===== src/rtl/alu_pkg.sv =====
// Shared definitions for the ALU datapath: widths, ALU opcodes, the issued
// entry layout and the operand-resolution priority used by the issue stage.
package alu_pkg;

    localparam int DATA_W     = 32;
    localparam int REG_ADDR_W = 5;
    localparam int ALU_OP_W   = 4;
    localparam int NUM_REGS   = 2 ** REG_ADDR_W;

    localparam logic [ALU_OP_W-1:0] ALU_AND = 4'd0;
    localparam logic [ALU_OP_W-1:0] ALU_OR  = 4'd1;
    localparam logic [ALU_OP_W-1:0] ALU_ADD = 4'd2;
    localparam logic [ALU_OP_W-1:0] ALU_SUB = 4'd6;
    localparam logic [ALU_OP_W-1:0] ALU_SLT = 4'd7;
    localparam logic [ALU_OP_W-1:0] ALU_NOR = 4'd12;

    // One instruction as held in the issue stage output register.
    typedef struct packed {
        logic [DATA_W-1:0]     in1;
        logic [DATA_W-1:0]     in2;
        logic [ALU_OP_W-1:0]   op;
        logic [REG_ADDR_W-1:0] rd_addr;
        logic                  reg_write;
    } issue_entry_t;

    // Source-operand priority: R0 is hardwired to zero and never forwarded,
    // then the result leaving the stage this cycle, then the write-back port,
    // and finally the architectural register file.
    function automatic logic [DATA_W-1:0] resolve_operand(
        input logic [REG_ADDR_W-1:0] addr,
        input logic                  ex_en,
        input logic [REG_ADDR_W-1:0] ex_addr,
        input logic [DATA_W-1:0]     ex_data,
        input logic                  wb_en,
        input logic [REG_ADDR_W-1:0] wb_addr,
        input logic [DATA_W-1:0]     wb_data,
        input logic [DATA_W-1:0]     rf_data
    );
        if (addr == '0)
            return '0;
        else if (ex_en && (ex_addr == addr))
            return ex_data;
        else if (wb_en && (wb_addr == addr))
            return wb_data;
        else
            return rf_data;
    endfunction

endpackage


===== src/rtl/reg_file_32x32.sv =====
// 32x32 architectural register file: two combinational read ports, one
// write port committed on the rising clock edge, R0 reads as zero.
module reg_file_32x32
    import alu_pkg::*;
(
    input  logic                  clk,
    input  logic                  rst,
    input  logic [REG_ADDR_W-1:0] rs_addr,
    input  logic [REG_ADDR_W-1:0] rt_addr,
    output logic [DATA_W-1:0]     rs_data,
    output logic [DATA_W-1:0]     rt_data,
    input  logic                  wr_en,
    input  logic [REG_ADDR_W-1:0] wr_addr,
    input  logic [DATA_W-1:0]     wr_data
);

    logic [DATA_W-1:0] regs [NUM_REGS];

    // Register storage: cleared on reset, written by the write-back port.
    // NOTE: this array is built from flops, not a RAM macro, so clearing every
    // entry on reset is legal and required; a RAM would need an init sequence.
    // NOTE: all state updates use <= so every flop samples pre-edge values.
    always_ff @(posedge clk or posedge rst) begin
        if (rst) begin
            for (int i = 0; i < NUM_REGS; i++)
                regs[i] <= '0;
        end else if (wr_en && (wr_addr != '0)) begin
            regs[wr_addr] <= wr_data;
        end
    end

    assign rs_data = (rs_addr == '0) ? '0 : regs[rs_addr];
    assign rt_data = (rt_addr == '0) ? '0 : regs[rt_addr];

endmodule


===== src/rtl/alu_operand_stage.sv =====
// Operand-fetch/issue stage feeding alu_32bit: reads rs/rt, forwards pending
// results, applies the immediate and holds one instruction for the ALU.
module alu_operand_stage
    import alu_pkg::*;
(
    input  logic                  clk,
    input  logic                  rst,
    input  logic                  in_valid,
    output logic                  in_ready,
    input  logic [REG_ADDR_W-1:0] rs_addr,
    input  logic [REG_ADDR_W-1:0] rt_addr,
    input  logic [DATA_W-1:0]     imm,
    input  logic                  use_imm,
    input  logic [ALU_OP_W-1:0]   alu_op_in,
    input  logic [REG_ADDR_W-1:0] rd_addr,
    input  logic                  reg_write_in,
    input  logic [DATA_W-1:0]     alu_result,
    input  logic                  wb_en,
    input  logic [REG_ADDR_W-1:0] wb_addr,
    input  logic [DATA_W-1:0]     wb_data,
    output logic                  out_valid,
    input  logic                  out_ready,
    output logic [DATA_W-1:0]     alu_in1,
    output logic [DATA_W-1:0]     alu_in2,
    output logic [ALU_OP_W-1:0]   alu_operation,
    output logic [REG_ADDR_W-1:0] out_rd_addr,
    output logic                  out_reg_write
);

    logic              accept;
    logic              handoff;
    logic              ex_fwd_en;
    logic [DATA_W-1:0] rf_rs_data;
    logic [DATA_W-1:0] rf_rt_data;
    logic [DATA_W-1:0] rs_value;
    logic [DATA_W-1:0] rt_value;
    logic              held_valid;
    issue_entry_t      held;
    issue_entry_t      next_entry;

    reg_file_32x32 u_reg_file (
        .clk     (clk),
        .rst     (rst),
        .rs_addr (rs_addr),
        .rt_addr (rt_addr),
        .rs_data (rf_rs_data),
        .rt_data (rf_rt_data),
        .wr_en   (wb_en),
        .wr_addr (wb_addr),
        .wr_data (wb_data)
    );

    // The slot frees up whenever the held entry leaves in the same cycle.
    assign in_ready  = !held_valid || out_ready;
    assign accept    = in_valid && in_ready;
    assign handoff   = held_valid && out_ready;
    // alu_result belongs to the held entry and is only final when it leaves.
    assign ex_fwd_en = handoff && held.reg_write;

    assign rs_value = resolve_operand(rs_addr, ex_fwd_en, held.rd_addr, alu_result,
                                      wb_en, wb_addr, wb_data, rf_rs_data);
    assign rt_value = resolve_operand(rt_addr, ex_fwd_en, held.rd_addr, alu_result,
                                      wb_en, wb_addr, wb_data, rf_rt_data);

    // Assemble the entry to capture on accept; rt is irrelevant with an immediate.
    always_comb begin
        // NOTE: a full default first keeps this block free of inferred latches.
        next_entry           = '0;
        next_entry.in1       = rs_value;
        next_entry.in2       = use_imm ? imm : rt_value;
        next_entry.op        = alu_op_in;
        next_entry.rd_addr   = rd_addr;
        next_entry.reg_write = reg_write_in;
    end

    // Single-entry output register: load on accept, drain on handoff, else stall.
    always_ff @(posedge clk or posedge rst) begin
        if (rst) begin
            held_valid <= 1'b0;
            held       <= '0;
        end else if (accept) begin
            held_valid <= 1'b1;
            held       <= next_entry;
        end else if (handoff) begin
            held_valid <= 1'b0;
        end
    end

    assign out_valid     = held_valid;
    assign alu_in1       = held.in1;
    assign alu_in2       = held.in2;
    assign alu_operation = held.op;
    assign out_rd_addr   = held.rd_addr;
    assign out_reg_write = held.reg_write;

endmodule


===== config.mk =====
export PLATFORM = sky130hd
export DESIGN_NAME = alu_operand_stage
export DESIGN_NICKNAME = d
export VERILOG_FILES = /design/src/rtl/alu_pkg.sv /design/src/rtl/reg_file_32x32.sv /design/src/rtl/alu_operand_stage.sv
export SDC_FILE = /design/constraint.sdc
export NUM_CORES = 2
export LEC_CHECK = 0
export CAP_MARGIN = 20
export CELL_PAD_IN_SITES_DETAIL_PLACEMENT = 0
export CELL_PAD_IN_SITES_GLOBAL_PLACEMENT = 1
export CORE_MARGIN = 2
export CORE_UTILIZATION = 53
export DETAILED_ROUTE_END_ITERATION = 6
export GPL_TIMING_DRIVEN = 0
export PLACE_DENSITY = 0.82
export SETUP_SLACK_MARGIN = 0.2
export SLEW_MARGIN = 25
export SYNTH_ARGS = -nofsm -noshare
export SYNTH_HDL_FRONTEND = slang
export SYNTH_SLANG_ARGS = --single-unit

===== constraint.sdc =====
create_clock -name clk -period 49.5 [get_ports clk]
set_input_delay 12.375 -clock clk [delete_from_list [all_inputs] [get_ports clk]]
set_output_delay 12.375 -clock clk [all_outputs]
set_load 0.01 [all_outputs]

* Word level (Yosys, flattened, before mapping) *
Index checks and enable logic that the tools add are counted.

word-level totals
  register bits after elaboration = 1099
  word-level logic and storage cells = 82
  input port bits = 127
  output and inout port bits = 76

operators by class
  order comparisons = 4
  bitwise gates (word level) = 3
  equality and inequality tests = 4
  multiplexer cells = 18
  reduce and logical (&&, ||, !) cells = 15

operators by type and width
  cell                count
  $bwmux 1024         1
  $mux 32             12
  $bmux 32 s5         2
  $demux 32 s5        1
  $eq 5x5->1          4
  $ge 6x6->1 const B  3
  $not 5->6           3
  $logic_not 5->1     2
  $logic_and 1x1->1   9
  $lt 6x1->1 const B  1
  $reduce_bool 5->1   1
  $mux 1              2
  $reduce_bool 2->1   1
  $logic_not 1->1     1
  $logic_or 1x1->1    1

* Depth between registers and ports, before layout *
  word-level depth = 8
  gate-level depth with buffers = 11

* Cells and area by module *
From an unflattened synthesis, not the netlist that was laid out.

unflattened totals
  cells, all modules = 4099
  area total of the unflattened synthesis = 59483.3 µm²

modules (own cells, without submodules)
  module             times used  area each (µm²)  cells an instance
  reg_file_32x32     1           54746.3          3614
  alu_operand_stage  1           4737.0           485

* Worst setup path before layout *
Ideal clock, no wire load.

  path type = input-to-output
  from = input port out_ready
  to = output port in_ready
  buffers on the path = 0
  slack = 24559 ps
  stages on the path = 1
  data arrival time = 12566 ps
  cells stage by stage = nand2b_1

between the ends
  longest elaborated chain between the ends = 1

RTL lines
  what                line                     source
  start: declaration  alu_operand_stage.sv:22  input logic out_ready,
  $logic_or 1x1->1    alu_operand_stage.sv:54  assign in_ready = !held_valid || out_ready;
  end: declaration    alu_operand_stage.sv:9   output logic in_ready,

No other way between the ends.

* Worst setup path after layout *
Same ends and word-level chain as after synthesis.

==> impl_metrics.yaml <==
status:
  status: "completed"
yosys:
  synth-adder-area-share_pct: 0
  synthesis.area_mm2: 0.0586
  post_synth_xor_xnor_area_pct: 0.299
  fraction_of_the_yosys_area_taken_by_sequential_cells_pct: 46.9
  dominant_combinational_cell_family_by_area_after_synthesis: "multiplexers"
  async_reset_ff_share_pct: 100
  ys.warnings.count: 0
  synth.distinct_cells: 51
  synthesis.nets: 4077
  multiplexer_share_of_the_synthesized_area_pct: 42.0
  synth-compound-area-share_pct: 4.67
  postSynth.topFlopCell: "sky130_fd_sc_hd__dfrtp_1"
  synth_simple_gate_area_share_pct: 2.35
  post_synth_inst_count: 3950
  count_of_flip_flops_with_a_built_in_enable_after_synthesis: 0
  flip_flop_and_latch_count_after_synthesis: 1099
  post_synth.cell_area_avg_um2: 14.8
worst_setup_path:
  critical_path_arrival_ns: 13.60
  critical_path.endpoint_type: "output port"
  critPathMaxFanout: 4
  worst_path_dominant_cell_family: "buffers and inverters"
  critical_path.max_stage_delay_ns: 0.57
  critical_path.most_common_cell: "sky130_fd_sc_hd__clkdlybuf4s50_1"
  startpoint_type: "input pin"
  worstPathCellList: "clkdlybuf4s50_1 -> nand2b_1 -> clkdlybuf4s50_1"
  timing.critical_path.required_ns: 37.12
  r2r_slack_ns: 46.41
  worstPathBufferInverterCount: 2
  critical_path_class: "input pin to output port"
  critPathSlowestCell: "sky130_fd_sc_hd__clkdlybuf4s50_1"
floorplan:
  initial_core_util_pct: 53.6
  std_cell_core_area_mm2: 0.109
  design.die.area_mm2: 0.113
  die-width_um: 337
  ios: 203
  dieHeight_um: 337
  std_cell_rows: 121
cells_and_area:
  layout.nets: 4401
  layout.cells.most_common: "sky130_fd_sc_hd__dfrtp_1"
  postLayoutCoreUtil_pct: 61.1
  multi_input_area_mm2: 0.0289
  seqCellArea_mm2: 0.0275
  filler_cell_count: 8526
  drive_gt1_share_pct: 43.4
  area_growth_syn_to_layout_pct: 13.9
  most-common-layout-cells: "sky130_fd_sc_hd__dfrtp_1 (1099), sky130_fd_sc_hd__mux2_2 (1004), sky130_fd_sc_hd__mux4_2 (474), sky130_fd_sc_hd__clkbuf_1 (237), sky130_fd_sc_hd__mux2i_1 (230)"
routing:
  route.detailed.vias_per_inst: 7.02
  wl_per_cell_um: 36.9
  dr.pass1.iters: 7
  ant_nets: 0
  drc: 0
  routed_wl_um: 216000
  num_vias: 41038
  dr.first_iter.drc_count: 5424
job:
  timing.max_cap.violations: 0
clocking:
  cts_hold_buffers: 0
  cts_setup_buffers: 0
  cts_tree: "yes"
  clk-insertion-delay-late_ns: 0.74
  clock_path_buffers: 3
  tritoncts.num_buffers: 119
  numClockSinks: 1099
  cts_root_buffer: "sky130_fd_sc_hd__clkbuf_16"
  clk_pin_slew_ns: 0.06
  cts_resized: 0
  cts.htree.levels: 3
timing:
  finalSetupTns_ns: 0
  final-hold-violation-count: 0
  setup_violations: 0
  finalClockSkew_ns: 0.0282
  rsz0062_at_grt: "no"
  max_freq_ghz: 0.0385
  tightest_slew_ns: 1.22
  final_min_period_over_clock_period_pct: 52.5
  max_slew_margin_pct: 18.7
  post-route-min-period_ns: 25.97
  number_of_slew_limit_violations_in_the_final_report: 0
power:
  p_leak_nw: 28.9
  cellPowerDensity_mw_per_mm2: 40.9
  worst_ir_drop_vdd_mv: 0.0310
  finalPower_mw: 2.73
global_route:
  initial_antenna_violation_count: 9
  gr-usage-all-layers_pct: 38.3
  grt_first_pass_wirelength_um: 303000
  grt_overflow_total: 0
  grt_max_degree: 97
  grt_pass1_vias: 41099
placed_design:
  dp.final_hpwl_um: 157000
  placement.io_buffers: 190
  gp_routability_congestion: 1.01
hold_path:
  holdCritPathClass: "flip-flop to flip-flop"
cells by family (layout without fill, tap and decap cells):
| logic type | count (synthesis) | in the layout |
|---|---|---|
| DFF | 1099 | 1099 |
| muxes | 1721 | 1721 |
| xor gates and xnor gates | 20 | 20 |
| buffers and inverters | 459 | 874 |
| and+or+nand+nor | 297 | 297 |
| other | 0 | 5 |
| AOI/OAI and AO/OA | 354 | 354 |
per-stage QoR:
stage	setup WS (ns)	hold WS [ns]	area, µm²	instances
3_5_place_dp	23.52	0.464	62700	5628
4_1_cts	23.53	0.478	66700	5840
2_1_floorplan	6.18	0.438	58600	3950
3_3_place_gp	-6.73	0.456	62400	5616
6_report	23.53	0.481	66700	5846
5_1_grt	23.48	0.499	66700	5843
cell usage after synthesis, types with 5 or more instances:
cell type	number	area [µm²]
sky130_fd_sc_hd__o221ai_1	15	131
sky130_fd_sc_hd__buf_6	18	203
sky130_fd_sc_hd__o21ai_0	18	90.1
sky130_fd_sc_hd__a21oi_1	64	320
sky130_fd_sc_hd__buf_1	57	214
sky130_fd_sc_hd__a22oi_1	119	893
sky130_fd_sc_hd__nor3_1	43	215
sky130_fd_sc_hd__mux2i_1	230	2300
sky130_fd_sc_hd__dfrtp_1	1099	27500
sky130_fd_sc_hd__a211oi_1	15	113
sky130_fd_sc_hd__mux2_2	1004	11300
sky130_fd_sc_hd__clkbuf_1	232	871
sky130_fd_sc_hd__nor3b_1	5	37.5
sky130_fd_sc_hd__nor2_1	42	158
sky130_fd_sc_hd__nand3_1	36	180
sky130_fd_sc_hd__a221oi_1	16	140
sky130_fd_sc_hd__buf_2	112	561
sky130_fd_sc_hd__inv_1	7	26.3
sky130_fd_sc_hd__nor2b_1	20	125
sky130_fd_sc_hd__o22ai_1	32	200
sky130_fd_sc_hd__xnor2_1	9	78.8
sky130_fd_sc_hd__a221oi_2	23	345
sky130_fd_sc_hd__mux4_1	13	342
sky130_fd_sc_hd__a22o_1	12	105
sky130_fd_sc_hd__a221o_1	5	50.1
sky130_fd_sc_hd__nand2_1	122	458
sky130_fd_sc_hd__xor2_1	11	96.3
sky130_fd_sc_hd__and2_1	5	31.3
sky130_fd_sc_hd__a222oi_1	32	320
sky130_fd_sc_hd__mux4_2	474	10700
sky130_fd_sc_hd__buf_4	26	195
path summary, 6_finish.rpt:
check / start / to / cells past startpoint
setup / recovery: out_ready / in_ready / 3
hold / removal: alu_operation[2]$_DFFE_PP0P_ / alu_operation[2]$_DFFE_PP0P_ / 2
setup reg to reg: out_valid$_DFFE_PP0P_ / alu_in1[19]$_DFFE_PP0P_ / 9
hold reg to reg: alu_operation[2]$_DFFE_PP0P_ / alu_operation[2]$_DFFE_PP0P_ / 2
max in group asynchronous: rst / u_reg_file.regs[1015]$_DFFE_PP0P_ / 6
min in group asynchronous: rst / u_reg_file.regs[48]$_DFFE_PP0P_ / 2
layout make-up:
class                           count  share of cell area, %
Multi-Input combinational cell   2392                   43.3
Sequential cell                  1099                   41.2
Clock buffer                      172                   5.30
Timing Repair Buffer              203                   3.37
Buffer                            452                   3.27
Tap cell                         1476                   2.77
Clock inverter                     40                  0.694
Inverter                            7                 0.0506
Antenna cell                        5                 0.0187
worst reg2reg max path, stage by stage, from the launching register on:
cell                       delay, ns
sky130_fd_sc_hd__dfrtp_1        0.38
sky130_fd_sc_hd__nand2b_1       0.15
sky130_fd_sc_hd__and2_1         0.18
sky130_fd_sc_hd__clkbuf_1       0.40
sky130_fd_sc_hd__nand2_1        0.17
sky130_fd_sc_hd__and3b_1        0.24
sky130_fd_sc_hd__clkbuf_1       0.30
sky130_fd_sc_hd__buf_1          0.72
sky130_fd_sc_hd__nand3_1        0.36
sky130_fd_sc_hd__nand2_1        0.14
routing by layer:
layer / vias up / GRT usage [%] / share of wire [%]
met5: - / 0.766 / 0.10
met4: 14 / 21.3 / 6.7
met3: 615 / 11.6 / 12
met2: 2745 / 55.3 / 43
met1: 21714 / 51.8 / 38
li1: 15950 / - / -
report_power, final:
group / switching (mW) / leakage (nW) / internal (mW)
combinational: 0.267 / 12.8 / 0.334
sequential: 0.135 / 14.0 / 1.07
clock: 0.387 / 1.99 / 0.539
total: 0.789 / 28.9 / 1.94
sequential cells by signal, summed over array words and instances (netlist names):
| register | cells |
|---|---|
| out_rd_addr | 5 |
| alu_in1 | 32 |
| alu_in2 | 32 |
| u_reg_file.regs | 1024 |
| out_valid | 1 |
| alu_operation | 4 |
| out_reg_write | 1 |
Power figures use the tool's default switching activity.
